File: src/rtl/alu_sequencer.sv
// Shares one ALU between N_REQ requesters: round-robin grant, one op in flight,
// valid/ready on both the request and the response side.
module alu_sequencer #(
  parameter int N_REQ   = 2,
  parameter int ALU_LAT = 1
) (
  input  logic                 i_clk,
  input  logic                 i_reset,
  input  logic [N_REQ-1:0]     i_req_valid,
  output logic [N_REQ-1:0]     o_req_ready,
  input  logic [8*N_REQ-1:0]   i_req_rd,
  input  logic [8*N_REQ-1:0]   i_req_ra,
  input  logic [5*N_REQ-1:0]   i_req_op,
  output logic [N_REQ-1:0]     o_rsp_valid,
  input  logic [N_REQ-1:0]     i_rsp_ready,
  output logic [7:0]           o_rsp_out,
  output logic                 o_rsp_cy,
  output logic                 o_rsp_zy,
  output logic                 o_en_alu,
  output logic [7:0]           o_RD,
  output logic [7:0]           o_RA,
  output logic [4:0]           o_aluop,
  input  logic [7:0]           i_alu_out,
  input  logic                 i_alu_cy,
  input  logic                 i_alu_zy,
  output logic                 o_busy,
  output logic [1:0]           o_dbg_state
);

  // Handshake rule on both sides: a transfer happens on a rising edge where
  // valid and ready are both high; the requester holds valid and data until then.

  localparam int IDX_W = (N_REQ > 1) ? $clog2(N_REQ) : 1;
  localparam int CNT_W = $clog2(ALU_LAT + 1);

  localparam logic [1:0] S_IDLE  = 2'd0;
  localparam logic [1:0] S_ISSUE = 2'd1;
  localparam logic [1:0] S_WAIT  = 2'd2;
  localparam logic [1:0] S_RESP  = 2'd3;

  logic [1:0]       state_q, state_d;
  logic [IDX_W-1:0] ptr_q, ptr_d;
  logic [IDX_W-1:0] grant_q, grant_d;
  logic [7:0]       rd_q, rd_d;
  logic [7:0]       ra_q, ra_d;
  logic [4:0]       op_q, op_d;
  logic [CNT_W-1:0] cnt_q, cnt_d;
  logic [7:0]       out_q, out_d;
  logic             cy_q, cy_d;
  logic             zy_q, zy_d;

  logic [IDX_W-1:0] scan_idx;
  logic [IDX_W-1:0] pick_idx;
  logic             pick_found;

  function automatic logic [IDX_W-1:0] wrap_inc(input logic [IDX_W-1:0] v);
    if (v == IDX_W'(N_REQ - 1)) return '0;
    return v + IDX_W'(1);
  endfunction

  // First valid requester in the order ptr, ptr+1, ... wrapping at N_REQ.
  always_comb begin
    pick_found = 1'b0;
    pick_idx   = '0;
    scan_idx   = ptr_q;
    for (int i = 0; i < N_REQ; i++) begin
      if (!pick_found && i_req_valid[scan_idx]) begin
        pick_found = 1'b1;
        pick_idx   = scan_idx;
      end
      scan_idx = wrap_inc(scan_idx);
    end
  end

  always_comb begin
    state_d = state_q;
    ptr_d   = ptr_q;
    grant_d = grant_q;
    rd_d    = rd_q;
    ra_d    = ra_q;
    op_d    = op_q;
    cnt_d   = cnt_q;
    out_d   = out_q;
    cy_d    = cy_q;
    zy_d    = zy_q;
    case (state_q)
      S_IDLE: begin
        if (pick_found) begin
          rd_d    = i_req_rd[8*pick_idx +: 8];
          ra_d    = i_req_ra[8*pick_idx +: 8];
          op_d    = i_req_op[5*pick_idx +: 5];
          grant_d = pick_idx;
          state_d = S_ISSUE;
        end
      end
      S_ISSUE: begin
        cnt_d   = CNT_W'(ALU_LAT);
        state_d = S_WAIT;
      end
      S_WAIT: begin
        // The ALU result is only guaranteed on the last wait cycle.
        if (cnt_q == CNT_W'(1)) begin
          out_d   = i_alu_out;
          cy_d    = i_alu_cy;
          zy_d    = i_alu_zy;
          state_d = S_RESP;
        end else begin
          cnt_d = cnt_q - CNT_W'(1);
        end
      end
      S_RESP: begin
        if (i_rsp_ready[grant_q]) begin
          ptr_d   = wrap_inc(grant_q);
          state_d = S_IDLE;
        end
      end
      default: state_d = S_IDLE;
    endcase
  end

  always_ff @(posedge i_clk) begin
    if (i_reset) begin
      state_q <= S_IDLE;
      ptr_q   <= '0;
      grant_q <= '0;
      rd_q    <= '0;
      ra_q    <= '0;
      op_q    <= '0;
      cnt_q   <= '0;
      out_q   <= '0;
      cy_q    <= 1'b0;
      zy_q    <= 1'b0;
    end else begin
      state_q <= state_d;
      ptr_q   <= ptr_d;
      grant_q <= grant_d;
      rd_q    <= rd_d;
      ra_q    <= ra_d;
      op_q    <= op_d;
      cnt_q   <= cnt_d;
      out_q   <= out_d;
      cy_q    <= cy_d;
      zy_q    <= zy_d;
    end
  end

  assign o_req_ready = (state_q == S_IDLE && pick_found) ? (N_REQ'(1) << pick_idx) : '0;
  assign o_rsp_valid = (state_q == S_RESP) ? (N_REQ'(1) << grant_q) : '0;
  assign o_rsp_out   = out_q;
  assign o_rsp_cy    = cy_q;
  assign o_rsp_zy    = zy_q;
  assign o_en_alu    = (state_q == S_ISSUE);
  assign o_RD        = rd_q;
  assign o_RA        = ra_q;
  assign o_aluop     = op_q;
  assign o_busy      = (state_q != S_IDLE);
  assign o_dbg_state = state_q;

endmodule

File: config.mk
export PLATFORM = sky130hd
export DESIGN_NAME = alu_sequencer
export DESIGN_NICKNAME = d
export VERILOG_FILES = /design/src/rtl/alu_sequencer.sv
export SDC_FILE = /design/constraint.sdc
export NUM_CORES = 1
export LEC_CHECK = 0
export ABC_AREA = 1
export CAP_MARGIN = 20
export CORE_ASPECT_RATIO = 2
export CORE_MARGIN = 5
export CORE_UTILIZATION = 35
export CTS_BUF_LIST = sky130_fd_sc_hd__clkbuf_16
export CTS_CLUSTER_SIZE = 16
export DETAILED_ROUTE_END_ITERATION = 16
export PLACE_DENSITY = 0.88
export SLEW_MARGIN = 20
export SYNTH_ARGS = -nofsm -noshare
export SYNTH_HDL_FRONTEND = slang
export SYNTH_SLANG_ARGS = --single-unit
File: constraint.sdc
create_clock -name i_clk -period 1.4 [get_ports i_clk]
set_input_delay 0.14 -clock i_clk [delete_from_list [all_inputs] [get_ports i_clk]]
set_output_delay 0.14 -clock i_clk [all_outputs]
set_load 0.02 [all_outputs]
==> results of run 1 <==
-- where the power goes --
group | internal, W | leakage, nW | switching (W)
Sequential | 0.00130 | 0.296 | 0.000148
Combinational | 0.00142 | 1.34 | 0.00151
Clock | 0.000764 | 0.0780 | 0.000427
-- worst max-delay path: stages, from the launching register on --
cell and delay, ps:
dfxtp_4 350, inv_4 60, ha_4 200, inv_8 40, nor2_4 140, nand2_4 70, inv_2 50, buf_6 100
-- what timing repair did --
item,CTS,global route
gates resized for setup,35,31
pin swaps,2,4
endpoints found under the setup margin,42,49
setup buffers,0,3
cloned,1,0
-- worst paths after layout --
path,from,to
setup / recovery,o_dbg_state[0]$_SDFFE_PP0P_,o_req_ready[0]
hold / removal,i_rsp_ready[0],ptr_q$_SDFFE_PP0P_
setup reg to reg,o_dbg_state[0]$_SDFFE_PP0P_,o_RA[2]$_SDFFE_PP0N_
hold reg to reg,ptr_q$_SDFFE_PP0P_,ptr_q$_SDFFE_PP0P_
-- metal layers --
layer  wire length, microns  up-vias
li1                       -     1073
met1                   2082      951
met2                   3105       81
met3                    582       20
met4                    235        0
met5                      0        -
-- flip-flops by register name (all words and copies together), names as in the netlist --
signal	cells
cnt_q	1
grant_q	1
o_RA	8
o_RD	8
o_aluop	5
o_dbg_state	2
o_rsp_cy	1
o_rsp_out	8
o_rsp_zy	1
ptr_q	1
-- stage by stage --
stage          setup TNS [ps]  power (W)  area [sq um]  setup WS, ps
2_1_floorplan               0   0.002905          1803         1.095
3_3_place_gp            -5663   0.003989          2917        -344.5
3_5_place_dp            -6410   0.004049          2917        -349.5
4_1_cts                -56.37   0.005465          3122        -41.58
5_1_grt                -599.1   0.005915          3229        -75.02
6_report               -26.81   0.005568          3229        -26.81
-- cell type report --
| class | count | area, sq um | share of cell area, % |
|---|---|---|---|
| Timing Repair Buffer | 120 | 1209 | 37.43 |
| Multi-Input combinational cell | 187 | 917.1 | 28.40 |
| Sequential cell | 36 | 728.2 | 22.55 |
| Clock buffer | 6 | 150.1 | 4.649 |
| Inverter | 34 | 141.4 | 4.378 |
| Tap cell | 57 | 71.32 | 2.208 |
| Clock inverter | 2 | 12.51 | 0.3874 |
-- cells by family (layout without fill, tap and decap cells) --
| kind of cell | count (synthesis) | count (layout) | synth area share [%] |
|---|---|---|---|
| buffers and inverters | 49 | 162 | 11.44 |
| DFF | 36 | 36 | 40.42 |
| adders and majority gates | 5 | 5 | 3.509 |
| and+or+nand+nor | 165 | 165 | 39.65 |
| AOI/OAI and AO/OA | 17 | 17 | 4.982 |
-- cell usage in the layout, fill, tap and decap left out, types with 3 or more instances in the layout --
cell,n
nor2_2,4
a21oi_1,4
o21ai_0,10
nand2_1,51
inv_2,3
nand4_1,21
clkdlybuf4s50_1,74
buf_4,22
dlymetal6s2s_1,14
nor2_1,71
nand3_1,14
inv_1,27
clkbuf_16,6
dfxtp_1,34
ha_4,3
==> qor.txt, run 1 <==
status: finished, violations left
violated checks: negative setup slack
gr ovfl total: 0
core area: 4910 sq um
largest area contributor in the netlist: dfxtp_1
R2R cell count: 8
CTS Hold Buffers Added: 0
Mapped Cells: 272
GRT busiest layer: met2
largest net degree at the start of global routing: 21
worst slew pin tran: 426.2 ps
hold_ws: 482.2 ps
die area: 6708 sq um
critical path endpoint category: output pin
max-cap viol count: 0
max_slew headroom: 71.55%
FFs w/ async S/R, synth: 0%
Overall Global Routing Usage: 17.79%
PwrDens: 1724 nW/um^2
via count: 2125
Clock transition at path regs: 50 ps
CP Data Required Time: 1260 ps
ranking of synthesized cells by area: dfxtp_1, nor2_1, nand2_1
Cells after DPL: 430
final wirelength: 6005 microns
GR Layer Usage met2: 31.36%
top cells by count, synth: nor2_1, nand2_1, dfxtp_1, inv_1, nand4_1
first-pass iteration count of the detailed router: 4
fmax: 700.9 MHz
# IOs: 97
Max VDD drop: 0.001358 V
layout cell share with drive strength beyond 1: 15.58%
worst min path class: primary input to register
fill cell count: 410
routed vias/inst: 4.808
fin util: 65.77%
Die X: 60.47 microns
port bufs: 96
final-report setup violation count: 1
area grow syn2layout: 81.12%
CTS tree: yes
Initial Util: 36.31%
syn_area_per_cell: 6.555 sq um
cts bufs inserted: 5
RSZ-0062 raised after global routing: true
row count: 36
period utilization: 101.9%
initial DRC count: 78
synth warn: 0
Final GP Congestion: 0.7758
Synth Register Bits: 36
diode count: 0
leakage: 1.713 nW
Syn Nets: 335
register area share after synthesis: 40.42%
met1 global-route usage: 17.12%
Hold Violations, Final: 0
clock sinks: 36
R2R setup slack: 10 ps
initial antenna violation count: 0
first-pass GRT wire length: 9287 microns
Layout Nets: 447
Worst Path Arrival: 1290 ps
WL/cell: 13.59 microns
Worst Setup Start Kind: register
Die Height: 110.9 microns
final setup margin: -26.81 ps
Finished Layout Cells: 442
clk_skew: 5.365 ps
number of synthesized flops with an enable pin: 0
vias in the first global route: 2166
Detailed Place HPWL: 4398 microns
post-route ant nets: 0
critical path peak fanout: 5
classification of the worst setup path: register to output pin
CTS H-tree lvls: 2
most frequent cell after synthesis: nor2_1
Netlist cell types: 19
worst skew pair latency: 280 ps
CTS max path bufs: 2
root buffer cell: clkbuf_16
max-slew violations: 0
top_reg_cell synth: dfxtp_1
M3 GR Usage: 6.760%
drc violations: 0
Post-Syn Area: 1783 sq um
min cycle time layout: 1427 ps
Synth top area share: 40.42%
hold path cells: 3
No activity file was read; power rests on OpenSTA's default activity.
==> run 2, diff against run 1 <==
- CELL_PAD_IN_SITES_DETAIL_PLACEMENT: unset -> 1
- CELL_PAD_IN_SITES_GLOBAL_PLACEMENT: unset -> 1
- CORE_MARGIN: 5 -> unset
- CORE_UTILIZATION: 35 -> 23
==> run 2 against run 1 <==
Net effect:
- the run still ends with negative setup slack left
- utilization down 23 points
- register-to-register slack improved by 20 ps
- sequential cell count stayed put
- critical path depth did not move
- power decreased by 0.92%
- clock skew about the same
- clock-buffer cell count shrank 1
- critical path type unchanged
- largest cell class unchanged
- largest power group unchanged
- highest routed layer unchanged
==> qor.txt, run 2 (same netlist as run 1, synthesis figures left out) <==
critical path endpoint category: output pin
# IOs: 97
max-cap viol count: 0
clk_skew: 5.668 ps
leading cell type in the layout, fill and taps excluded: nor2_1
worst slew pin tran: 526.4 ps
Detailed Place HPWL: 5075 microns
period utilization: 100.2%
min cycle time layout: 1403 ps
diode count: 0
Worst Path Arrival: 1260 ps
fin util: 42.97%
RSZ-0062 raised after global routing: true
port bufs: 96
max-slew violations: 0
Hold Violations, Final: 0
row count: 45
max_slew headroom: 64.87%
root buffer cell: clkbuf_16
Design Power: 0.005517 W
CTS max path bufs: 2
gr ovfl total: 0
CTS tree: yes
worst skew pair latency: 280 ps
CTS H-tree lvls: 2
layout cell share with drive strength beyond 1: 14.58%
post-route ant nets: 0
routed vias/inst: 4.565
WL/cell: 14.38 microns
Die X: 64.26 microns
Initial Util: 23.63%
classification of the worst setup path: register to output pin
initial antenna violation count: 0
PwrDens: 1702 nW/um^2
clock sinks: 36
status: finished, violations left
Clock transition at path regs: 50 ps
area grow syn2layout: 81.82%
Worst Setup Start Kind: register
largest net degree at the start of global routing: 22
Place WS: -364.8 ps
commonest non-fill, non-tap cells in the layout: nor2_1, clkdlybuf4s50_1, nand2_1
Max VDD drop: 0.0009063 V
die area: 8129 sq um
first-pass iteration count of the detailed router: 4
leakage: 1.712 nW
initial DRC count: 86
critical path peak fanout: 4
Overall Global Routing Usage: 16.86%
Final GP Congestion: 0.7873
via count: 2182
violated checks: negative setup slack
CP Data Required Time: 1260 ps
final setup margin: -2.573 ps
Layout Nets: 447
Die Height: 126.5 microns
final-report setup violation count: 1
vias in the first global route: 2259
first-pass GRT wire length: 10570 microns
core area: 7545 sq um
drc violations: 0
cts bufs inserted: 5
worst min path class: primary input to register
final wirelength: 6873 microns
fmax: 713.0 MHz
==> run 2: layout make-up <==
type,instances,area (sq um)
flip-flops and latches,36,728.2
repair buffers,120,1210
fillers,943,4303
clock inverters,2,8.758
inverters,34,142.6
well taps,94,117.6
multi-input cells,187,909.6
clock buffers,5,125.1
==> run 2: what timing repair did <==
item / in CTS / in global routing
pin swaps: 3 / 6
hold endpoints to repair: 0 / 0
hold buffers: 0 / 0
cloned: 1 / 0
setup buffers: 1 / 4
endpoints found under the setup margin: 44 / 48
resized for setup: 43 / 27
==> run 2: worst paths after layout <==
check,startpoint,to,slack [ps],cells after the start
min reg2reg,o_rsp_cy$_SDFFE_PP0P_,o_rsp_cy$_SDFFE_PP0P_,490,2
min,i_rsp_ready[0],ptr_q$_SDFFE_PP0P_,470,3
max,o_dbg_state[0]$_SDFFE_PP0P_,o_req_ready[0],-3,7
max reg2reg,o_dbg_state[0]$_SDFFE_PP0P_,o_aluop[2]$_SDFFE_PP0N_,30,9
==> run 2: critical path, cell delays in order, from the launching register on <==
cell and delay (ps):
dfxtp_4 350, inv_4 60, ha_4 200, inv_8 40
nor2_4 100, nand2_4 70, inv_2 60, buf_6 100
==> run 2: power breakdown <==
part           internal [W]  leakage, nW  switching [W]
Sequential          0.00130        0.296       0.000165
Clock              0.000639       0.0709       0.000420
Combinational       0.00142         1.35        0.00157
Total               0.00336         1.71        0.00216
==> run 2: layer usage <==
layer | vias up | part of all wire (%) | GRT usage (%)
li1 | 1074 | - | -
met1 | 1015 | 35 | 15.27
met2 | 77 | 58 | 34.18
met3 | 16 | 4.1 | 2.878
met4 | 0 | 2.8 | 7.712
met5 | - | 0 | 0
==> run 2: metrics by stage <==
| step | hold slack [ps] | setup TNS (ps) | cell area, sq um | cells |
|---|---|---|---|---|
| floorplan | 289.0 | 0 | 1803 | 272 |
| global placement | 472.8 | -6191 | 2948 | 465 |
| detailed placement | 482.2 | -8012 | 2948 | 465 |
| CTS | 460.1 | -24.24 | 3157 | 474 |
| global route | 479.3 | -170.9 | 3242 | 478 |
| finish | 475.0 | -2.573 | 3242 | 478 |
